<file path="src/rtl/wave_select_ctrl_pkg.sv">
// wave_pkg: shared types for the waveform selector.
//   wave_mode_t  - generator index (sawtooth, triangle, square, sine)
//   NUM_WAVES    - number of attached generators
//   wave_state_t - selector FSM state encoding
//   mode_onehot  - generator index to enable vector
package wave_pkg;

  typedef enum logic [1:0] {
    WAVE_SAWTOOTH = 2'd0,
    WAVE_TRIANGLE = 2'd1,
    WAVE_SQUARE   = 2'd2,
    WAVE_SINE     = 2'd3
  } wave_mode_t;

  localparam int NUM_WAVES = 4;

  typedef enum logic [1:0] {
    ST_OFF   = 2'd0,
    ST_RUN   = 2'd1,
    ST_BLANK = 2'd2
  } wave_state_t;

  function automatic logic [NUM_WAVES-1:0] mode_onehot(input wave_mode_t m);
    logic [NUM_WAVES-1:0] r;
    r    = '0;
    r[m] = 1'b1;
    return r;
  endfunction

endpackage

</file>
<file path="src/rtl/wave_blank_timer.sv">
// wave_blank_timer: down-counter that times the blanking gap between
// generator switches.
//   clk, reset - system clock, synchronous active-high reset
//   load       - reload the counter with LOAD_VAL
//   done       - one-cycle pulse on the last blanking cycle
module wave_blank_timer #(
  parameter int LOAD_VAL = 16,
  localparam int CW      = $clog2(LOAD_VAL + 1)
) (
  input  logic clk,
  input  logic reset,
  input  logic load,
  output logic done
);

  logic [CW-1:0] count;

  always_ff @(posedge clk) begin
    if (reset) begin
      count <= '0;
    end else if (load) begin
      count <= CW'(LOAD_VAL);
    end else if (count != '0) begin
      // Stops at zero instead of wrapping.
      count <= count - CW'(1);
    end
  end

  // Count 1 marks the final blank cycle; the counter is at zero the cycle
  // after, so done is a single-cycle pulse.
  assign done = (count == CW'(1));

endmodule

</file>
<file path="src/rtl/wave_select_ctrl.sv">
// wave_select_ctrl: selects one of four waveform generators, enabling it and
// muxing its PWM and duty outputs, with a blanking gap on every mode switch.
//   clk, reset       - system clock, synchronous active-high reset
//   run_en           - level; high runs the selected generator
//   mode_req_valid   - mode-change request valid
//   mode_req         - requested wave_mode_t
//   mode_req_ready   - request can be accepted this cycle
//   gen_pwm/gen_duty - outputs of generators 0..3
//   gen_enable       - one-hot (or zero) generator enables
//   pwm_out/duty_out - registered selected generator outputs
//   active_mode      - currently committed mode
//   busy             - high while blanking
//
// state    | meaning
// ---------+-------------------------------------------------------------
// ST_OFF   | all generators off; requests update active_mode directly
// ST_RUN   | active generator enabled, outputs follow it one cycle late
// ST_BLANK | switching; all outputs forced low until the timer expires
module wave_select_ctrl
  import wave_pkg::*;
#(
  parameter int WIDTH         = 8,
  parameter int SETTLE_CYCLES = 16
) (
  input  logic                            clk,
  input  logic                            reset,
  input  logic                            run_en,
  input  logic                            mode_req_valid,
  input  logic [1:0]                      mode_req,
  output logic                            mode_req_ready,
  input  logic [NUM_WAVES-1:0]            gen_pwm,
  input  logic [NUM_WAVES-1:0][WIDTH-1:0] gen_duty,
  output logic [NUM_WAVES-1:0]            gen_enable,
  output logic                            pwm_out,
  output logic [WIDTH-1:0]                duty_out,
  output logic [1:0]                      active_mode,
  output logic                            busy
);

  wave_state_t state;
  wave_mode_t  active_q;
  wave_mode_t  pending_q;
  wave_mode_t  req_mode;
  logic        accept;
  logic        start_blank;
  logic        blank_done;

  assign req_mode    = wave_mode_t'(mode_req);
  assign accept      = mode_req_valid && mode_req_ready;
  assign start_blank = (state == ST_RUN) && run_en && accept && (req_mode != active_q);
  assign active_mode = active_q;

  wave_blank_timer #(
    .LOAD_VAL (SETTLE_CYCLES)
  ) u_blank_timer (
    .clk   (clk),
    .reset (reset),
    .load  (start_blank),
    .done  (blank_done)
  );

  always_ff @(posedge clk) begin
    if (reset) begin
      state          <= ST_OFF;
      active_q       <= WAVE_SAWTOOTH;
      pending_q      <= WAVE_SAWTOOTH;
      gen_enable     <= '0;
      pwm_out        <= 1'b0;
      duty_out       <= '0;
      busy           <= 1'b0;
      mode_req_ready <= 1'b1;
    end else begin
      case (state)
        ST_OFF: begin
          if (accept) active_q <= req_mode;
          if (run_en) begin
            state      <= ST_RUN;
            // A request taken on the same edge is already the mode to run.
            gen_enable <= mode_onehot(accept ? req_mode : active_q);
          end else begin
            gen_enable <= '0;
          end
        end

        ST_RUN: begin
          if (!run_en) begin
            // run_en wins over a simultaneous request, which is then
            // handled as if the block were already off.
            state      <= ST_OFF;
            gen_enable <= '0;
            pwm_out    <= 1'b0;
            duty_out   <= '0;
            if (accept) active_q <= req_mode;
          end else if (start_blank) begin
            state          <= ST_BLANK;
            pending_q      <= req_mode;
            gen_enable     <= '0;
            pwm_out        <= 1'b0;
            duty_out       <= '0;
            busy           <= 1'b1;
            mode_req_ready <= 1'b0;
          end else begin
            pwm_out  <= gen_pwm[active_q];
            duty_out <= gen_duty[active_q];
          end
        end

        ST_BLANK: begin
          if (!run_en) begin
            // Commit the pending mode so the request survives a stop.
            state          <= ST_OFF;
            active_q       <= pending_q;
            busy           <= 1'b0;
            mode_req_ready <= 1'b1;
          end else if (blank_done) begin
            state          <= ST_RUN;
            active_q       <= pending_q;
            gen_enable     <= mode_onehot(pending_q);
            busy           <= 1'b0;
            mode_req_ready <= 1'b1;
          end
        end

        default: begin
          state          <= ST_OFF;
          gen_enable     <= '0;
          pwm_out        <= 1'b0;
          duty_out       <= '0;
          busy           <= 1'b0;
          mode_req_ready <= 1'b1;
        end
      endcase
    end
  end

endmodule

</file>
<file path="config.mk">
export PLATFORM = sky130hd
export DESIGN_NAME = wave_select_ctrl
export DESIGN_NICKNAME = d
export VERILOG_FILES = /design/src/rtl/wave_select_ctrl_pkg.sv /design/src/rtl/wave_blank_timer.sv /design/src/rtl/wave_select_ctrl.sv
export SDC_FILE = /design/constraint.sdc
export NUM_CORES = 1
export LEC_CHECK = 0
export CORE_MARGIN = 1.5
export CORE_UTILIZATION = 45
export CTS_BUF_LIST = sky130_fd_sc_hd__clkbuf_4 sky130_fd_sc_hd__clkbuf_8
export DETAILED_ROUTE_END_ITERATION = 6
export PLACE_DENSITY_LB_ADDON = 0.3
export SYNTH_ARGS = -nofsm -noshare
export SYNTH_HDL_FRONTEND = slang
export SYNTH_SLANG_ARGS = --single-unit
</file>
<file path="constraint.sdc">
create_clock -name clk -period 2.5 [get_ports clk]
set_input_delay 0.25 -clock clk [delete_from_list [all_inputs] [get_ports clk]]
set_output_delay 0.25 -clock clk [all_outputs]
set_load 0.01 [all_outputs]
</file>
Word-level counts from Yosys, hierarchy flattened:

Index checks and enable logic that the tools add are counted.

* output and inout bits: 17
* word-level logic and storage cells: 89
* bits in registers: 26
* bits of input ports: 42

* bitwise logic cells: 1
* eq/ne operators: 12
* mux-type cells: 43
* add/sub/neg operators: 1
* $lt $le $gt $ge: 5
* reduce and logical (&&, ||, !) cells: 17

Operators by type and width (number)
* $mux W8: 3
* $mux W4: 5
* $mux W2: 9
* $bmux W8 S2: 1
* $pmux W8 S2: 1
* $mux W1: 13
* $ne A2 B2 Y1 const B: 6
* $pmux W2 S3: 2
* $pmux W4 S3: 1
* $reduce_and A3 Y1: 4
* $mux W5: 2
* $lt A2 B3 Y1 const B: 3
* $logic_and A1 B1 Y1: 6
* $ne A3 B3 Y1 const B: 2
* $pmux W1 S3: 2
* $eq A5 B1 Y1 const B: 1
* $reduce_bool A5 Y1: 1
* $sub A5 B1 Y5 const B: 1
* $demux W1 S2: 2
* $ge A2 B1 Y1 const B: 2
* $reduce_and A4 Y1: 1
* $reduce_or A2 Y1: 2
* $reduce_bool A3 Y1: 1
* $bmux W1 S2: 1
* 7 further kinds: 7

Logic depth before layout (Yosys ltp):

Gate-level depths: netlist of run 1.

* depth in word-level cells: 8
* gate-level depth with buffers: 6
* depth with buffers taken out: 6

Modules after synthesis:

Synthesis of run 1 repeated with hierarchy kept, for this count alone.

* cells, all modules: 160
* area total of the unflattened synthesis: 1468.9 um2

By module, submodules not included
* wave_select_ctrl: times used 1, area an instance 1226.2 um2, sequential area each 420.4 um2, cells an instance 135
* wave_blank_timer: times used 1, area an instance 242.7 um2, sequential area each 100.1 um2, cells an instance 25

Least setup slack after synthesis of run 1:

OpenSTA, ideal clock, no wires.

* path type: reg-to-reg
* start: reg u_blank_timer.count[1]
* end: reg gen_enable[2]
* data required time: 2426 ps
* slack: 729 ps
* clock period less this slack: 1771 ps
* arrival: 1697 ps
* cell stages (with the launch flop): 7
* cell sequence: dfxtp_1 > inv_1 > ha_1 > or4b_1 > o21a_1 > a311o_1 > a31oi_1

* longest elaborated chain between the ends: 3

Ends and longest elaborated chain
* start, declared: line wave_blank_timer.sv:16 `logic [CW-1:0] count;`
* start signal, assigned: line wave_blank_timer.sv:22 `count <= CW'(LOAD_VAL);`
* start signal, assigned: line wave_blank_timer.sv:25 `count <= count - CW'(1);`
* $eq A5 B1 Y1: line wave_blank_timer.sv:31 `assign done = (count == CW'(1));`
* $ne A2 B2 Y1 (no line)
* $reduce_and A3 Y1 (no line)
* end signal, assigned: line wave_select_ctrl.sv:79 `gen_enable <= mode_onehot(accept ? req_mode : active_q);`
* end signal, assigned: line wave_select_ctrl.sv:118 `gen_enable <= mode_onehot(pending_q);`
* end, declared: line wave_select_ctrl.sv:33 `output logic [NUM_WAVES-1:0] gen_enable,`

Every way passes these cells.
A chain may end at the register's enable or synchronous reset.

Final worst setup path of run 1:

* start: reg u_blank_timer.count[1]
* end: reg gen_enable[3]

Same word-level chain as after synthesis.

==> qor.yml, run 1 <==
multiInputGateArea_um2: 904.6
drt-initial-drc-count: 73
drive_gt1_frac: 0.1280
area_delta_synth_final_pct: 39.36
whs_path_depth: 2
drcViolationCount: 0
initial_utilization: 0.4668
synth.avg_cell_area_um2: 10.05
dp_cells: 253
clockBufferDepth: 2
yosys.area.top_type: "dfxtp_1"
min_period_ns: 2.045
num_vias: 1476
post_drt_wl_per_cell_um: 15.38
tightestPinTransition_ns: 0.6558
finalMaxSlewViolations: 0
vias_per_cell: 5.743
hold_viol: 0
ys.flop_type: "dfxtp_1"
clockRootBuffer: "clkbuf_4"
insertion_delay_ns: 0.32
grt_max_degree: 20
numPortBuffers: 58
async_flop_share: 0
ys_top_cells_by_area: "dfxtp_1, mux4_2, a32oi_1"
min_from: "gen_enable[0]"
coreArea_um2: 3337
clock-sinks: 26
drt-total-wl_um: 3953
synth_nets: 199
worstHoldEndpoint: "gen_enable[0]"
track_usage: 0.2153
holdBufCountCts: 0
maxCapViolCount: 0
yosysSeqAreaShare: 0.3341
regArea_um2: 520.5
synth_seq_cells: 26
n_fill_cell: 279
max_freq_ghz: 0.4889
reg2reg_from: "u_blank_timer.count[1]"
clk_pin_slew_ns: 0.14
dp_hpwl_um: 3024
r2r_slack_ns: 0.45
endpoint_kind: "register"
timing_worst_setup_path_type: "register to register"
gp_congestion: 0.8771
setup_viol: 0
fin_crit_sh: 0.8181
die_y_um: 61.84
worstRegToRegCells: 6
finish.net_count: 256
cts_tree: "done"
status: "finished, final reports clean"
finClkSkew_ns: 0.003202
antenna_found_initial: 0
timing.rr.end: "gen_enable[3]"
yosysTopAreaCellShare: 0.3341
instances_no_fill: 257
p_leak_nw: 0.7449
post_cts_buffers: 0
ys_types: 51
cts_made_buffers: 3
grt_setup_unrepaired: "no"
vdd_drop_max_mv: 0.5167
pin_count: 59
antennaDiodeCount: 0
htree_num_levels: 1
cp_max_fo: 7
grt_pass1_wl_um: 6141
startpoint_type: "register"
grt_pass1_vias: 1346
dieArea_um2: 3824
setup_tns_ns: 0
firstDrtPassIters: 4
fp-row-count: 21
fp.dieW_um: 61.84
ant_nets: 0
hp-class: "register to register"
cp.required_ns: 2.75
overflow: 0
power.density_nw_per_um2: 507.3
cp.arrival_ns: 2.29
post_cts_resized: 0
syn_inst: 155
slew_headroom: 0.5614
syn_area_um2: 1558
synth-edff-count: 0
yosysWarnings: 0
## layer usage
metal  up-vias  part of all wire  GRT usage
li1        711                 -          -
met1       701              0.40     0.2551
met2        60              0.51     0.3835
met3         4             0.078    0.05797
met4         0            0.0089    0.05775
met5         -                 0          0
## worst max path at each step
| stage | cells after the start | from | slack [ns] | to |
|---|---|---|---|---|
| detailed placement | 5 | run_en | 0.28 | gen_enable[2] |
| global placement | 5 | run_en | 0.31 | gen_enable[2] |
| floorplan | 6 | u_blank_timer.count[1] | 0.73 | gen_enable[2] |
| global route | 6 | u_blank_timer.count[1] | 0.33 | gen_enable[3] |
| finish | 6 | u_blank_timer.count[1] | 0.45 | gen_enable[3] |
| CTS | 6 | u_blank_timer.count[1] | 0.46 | gen_enable[3] |
## cell families (layout without fill, tap and decap cells)
| kind of cell | Yosys count | count (layout) | synth area share |
|---|---|---|---|
| AOI/OAI and AO/OA | 37 | 37 | 0.1872 |
| xor gates and xnor gates | 5 | 5 | 0.02811 |
| adders and majority gates | 2 | 2 | 0.01606 |
| buffers and inverters | 19 | 75 | 0.08513 |
| DFF | 26 | 26 | 0.3341 |
| muxes | 13 | 13 | 0.1558 |
| and+or+nand+nor | 53 | 53 | 0.1936 |
## registers in the layout, indices dropped and copies added (netlist names)
register	count
gen_enable	4
mode_req_ready	1
busy	1
u_blank_timer.count	5
duty_out	8
pending_q	2
state	2
pwm_out	1
active_mode	2
## critical path: stages, from the launching register on
cell and delay, ns:
dfxtp_1 0.34, inv_1 0.09, ha_1 0.14, or4b_1 0.56, o21a_1 0.31, a311o_1 0.36, a31oi_1 0.17
## synthesized netlist by cell type (3+ instances only)
master and count:
dfxtp_1 26, nor2_1 15, a32oi_1 9, mux4_2 9, nand3_1 8, a21oi_1 6, inv_1 6, a31oi_1 5
xnor2_1 5, clkbuf_8 4, mux2i_1 4, nor3_1 4, clkbuf_1 3, nand2b_1 3, nor3b_1 3
## area by class of cell
class,instances,share of cell area
multi-input cells,110,0.4167
repair buffers,64,0.2882
flip-flops and latches,26,0.2398
well taps,46,0.02651
clock buffers,4,0.01671
inverters,7,0.01210
## report_power, final
part           internal (W)  switching (W)  leakage, nW
Clock             0.0000891       0.000124       0.0210
Combinational      0.000219       0.000177        0.512
Sequential         0.000457      0.0000353        0.212
## per-stage QoR
step | util | instance area, um2 | power [W] | worst slack, ns | hold slack [ns]
after CTS | 0.6505 | 2171 | 0.001107 | 0.4551 | 0.5021
after detailed placement | 0.6397 | 2135 | 0.0008974 | 0.2760 | 0.4700
final | 0.6505 | 2171 | 0.001101 | 0.4547 | 0.4918
after floorplan | - | 1558 | 0.0007648 | 0.7287 | 0.3972
after global routing | 0.6505 | 2171 | 0.001174 | 0.3268 | 0.5282
after global placement | 0.6397 | 2135 | 0.0008802 | 0.3071 | 0.4639
## cells in the final DEF (no fill, tap or decap), types with 3 or more instances in the layout
cell type	Yosys	layout
clkdlybuf4s50_1	0	58
dfxtp_1	26	26
nor2_1	15	15
mux4_2	9	9
a32oi_1	9	9
nand3_1	8	8
inv_1	6	6
a21oi_1	6	6
buf_4	2	6
xnor2_1	5	5
a31oi_1	5	5
nor3_1	4	4
mux2i_1	4	4
nand2b_1	3	3
nor3b_1	3	3
clkbuf_4	0	3
Power figures use the tool's default switching activity.
==> run 2, diff against run 1 <==
--- a/config.mk
+++ b/config.mk
@@ -6,7 +6,7 @@
 export NUM_CORES = 1
 export LEC_CHECK = 0
 export CORE_MARGIN = 1.5
-export CORE_UTILIZATION = 45
+export CORE_UTILIZATION = 41
 export CTS_BUF_LIST = sky130_fd_sc_hd__clkbuf_4 sky130_fd_sc_hd__clkbuf_8
 export DETAILED_ROUTE_END_ITERATION = 6
 export PLACE_DENSITY_LB_ADDON = 0.3
==> constraint.sdc (replaced) <==
create_clock -name clk -period 1.8 [get_ports clk]
set_input_delay 0.18 -clock clk [delete_from_list [all_inputs] [get_ports clk]]
set_output_delay 0.18 -clock clk [all_outputs]
set_load 0.01 [all_outputs]
==> qor.yml, run 2 (synthesized netlist as in run 1, its figures left out) <==
status: "finished, final reports clean"
largest_register: "duty_out"
cp.required_ns: 2.00  # -0.75 ns
tightestPinTransition_ns: 0.3363  # -0.3195 ns
hold_viol: 0  # unchanged
fp.dieW_um: 64.64  # +4.5%
clockRootBuffer: "clkbuf_8"
layout_common_cells: "clkdlybuf4s50_1, dfxtp_1, buf_4, nor2_1"
dieArea_um2: 4178  # +9.3%
endpoint_kind: "register"
finClkSkew_ns: 0.004636  # +0.001434 ns
grt_pass1_wl_um: 7120  # +16%
dp_hpwl_um: 3455  # +14%
track_usage: 0.2179  # +0.002622
grt_setup_unrepaired: "yes"
hold-worst-slack_ns: 0.4909  # -0.0008250 ns
reg2reg_from: "u_blank_timer.count[1]"
antennaDiodeCount: 0  # unchanged
post_cts_buffers: 0  # unchanged
coreArea_um2: 3661  # +9.7%
drive_gt1_frac: 0.2345  # +0.1066
clock-sinks: 26  # unchanged
hp-class: "register to register"
cts_made_buffers: 3  # unchanged
firstDrtPassIters: 4  # unchanged
reg_top3: "duty_out x8, u_blank_timer.count x5, gen_enable x4"
worstRegToRegCells: 6  # unchanged
cts_tree: "done"
drcViolationCount: 0  # unchanged
cp_max_fo: 5  # -2
gp_congestion: 0.9101  # +3.8%
clockBufferDepth: 2  # unchanged
slew_headroom: 0.7727  # +0.2112
maxCapViolCount: 0  # unchanged
clk_pin_slew_ns: 0.10  # -0.04 ns
min_from: "duty_out[6]"
fp-row-count: 22  # +4.8%
max_freq_ghz: 0.5767  # +18%
largest_register_ffs: 8  # unchanged
drt-total-wl_um: 4422  # +12%
ant_nets: 0  # unchanged
min_period_ns: 1.734  # -0.3112 ns
pin_count: 59  # unchanged
vias_per_cell: 5.631  # -1.9%
finish.net_count: 271  # +5.9%
timing.rr.end: "gen_enable[3]"
htree_num_levels: 1  # unchanged
area_delta_synth_final_pct: 53.09
grt_pass1_vias: 1527  # +13%
worstHoldEndpoint: "duty_out[6]"
numPortBuffers: 58  # unchanged
num_vias: 1543  # +4.5%
startpoint_type: "register"
fin_crit_sh: 0.9634  # +0.1452
power.density_nw_per_um2: 803.4  # +58%
r2r_slack_ns: 0.07  # -0.39 ns
vdd_drop_max_mv: 0.7528  # +46%
placed_area_um2: 2250  # +5.4%
insertion_delay_ns: 0.27  # -0.05 ns
setup_viol: 0  # unchanged
grt_max_degree: 17  # -15%
final_cell_area_um2: 2385  # +9.9%
initial_utilization: 0.4255  # -0.04132
overflow: 0  # unchanged
post_drt_wl_per_cell_um: 16.14  # +4.9%
die_y_um: 64.64  # +4.5%
finalMaxSlewViolations: 0  # unchanged
antenna_found_initial: 0  # unchanged
timing_worst_setup_path_type: "register to register"
totalPowerFinal_w: 0.001916  # +74%
p_leak_nw: 0.8438  # +13%
whs_path_depth: 2  # unchanged
final_common_cell: "clkdlybuf4s50_1"
drt-initial-drc-count: 121  # +66%
cp.arrival_ns: 1.94  # -0.35 ns
-- run 2: where the power goes --
group | switching [W] | total, W | internal (W) | leakage [nW]
clock network | 0.000193 | 0.000491 | 0.000298 | 0.0357
logic | 0.000313 | 0.000727 | 0.000414 | 0.595
registers | 0.0000594 | 0.000698 | 0.000639 | 0.213
total | 0.000566 | 0.00192 | 0.00135 | 0.844
-- run 2: cell type report --
| cell class | count | area (um2) |
|---|---|---|
| clock buffer | 3 | 41.29 |
| clock inverter | 1 | 30.03 |
| timing repair buffer | 79 | 738.2 |
| fill | 294 | 1276 |
| sequential | 26 | 524.3 |
| inverter | 7 | 26.28 |
| multi-input combinational | 110 | 964.7 |
| tap | 48 | 60.06 |
-- run 2: through the flow --
step | setup TNS, ns | util | instances | worst slack, ns
after floorplan | 0 | - | 155 | 0.02871
after global placement | -0.5044 | 0.6145 | 270 | -0.2077
after detailed placement | -0.8168 | 0.6145 | 270 | -0.2255
after CTS | 0 | 0.6435 | 274 | 0.008745
after global routing | -0.03031 | 0.6514 | 274 | -0.01505
final | 0 | 0.6514 | 274 | 0.06596
-- run 2: worst max path at each step --
| stage | from | end | slack, ns | depth (start not counted) |
|---|---|---|---|---|
| 6_report | u_blank_timer.count[1] | gen_enable[3] | 0.07 | 6 |
| 2_1_floorplan | u_blank_timer.count[1] | gen_enable[2] | 0.03 | 6 |
| 3_3_place_gp | run_en | gen_enable[2] | -0.21 | 5 |
| 3_5_place_dp | run_en | gen_enable[2] | -0.23 | 5 |
| 5_1_grt | u_blank_timer.count[1] | gen_enable[2] | -0.02 | 6 |
| 4_1_cts | u_blank_timer.count[0] | gen_enable[3] | 0.009 | 5 |
-- run 2: repair_timing --
| item | CTS | global route |
|---|---|---|
| hold buffers | 0 | 0 |
| pin swaps | 1 | 6 |
| endpoints found under the hold margin | 0 | 0 |
| resized for setup | 9 | 8 |
| setup endpoints to repair | 6 | 6 |
-- run 2: routing by layer --
layer | vias to the layer above | GRT usage | wire, um
met5 | - | 0 | 0
met4 | 0 | 0.06649 | 64
met3 | 6 | 0.03299 | 183
met2 | 45 | 0.4010 | 2350
met1 | 749 | 0.2598 | 1824
li1 | 743 | - | -
-- run 2: worst max-delay path, cell delays in order, from the launching register on --
cell     delay [ns]
dfxtp_2        0.33
inv_2          0.08
ha_4           0.12
or4b_4         0.47
o21a_4         0.26
a311o_1        0.28
a31oi_1        0.12
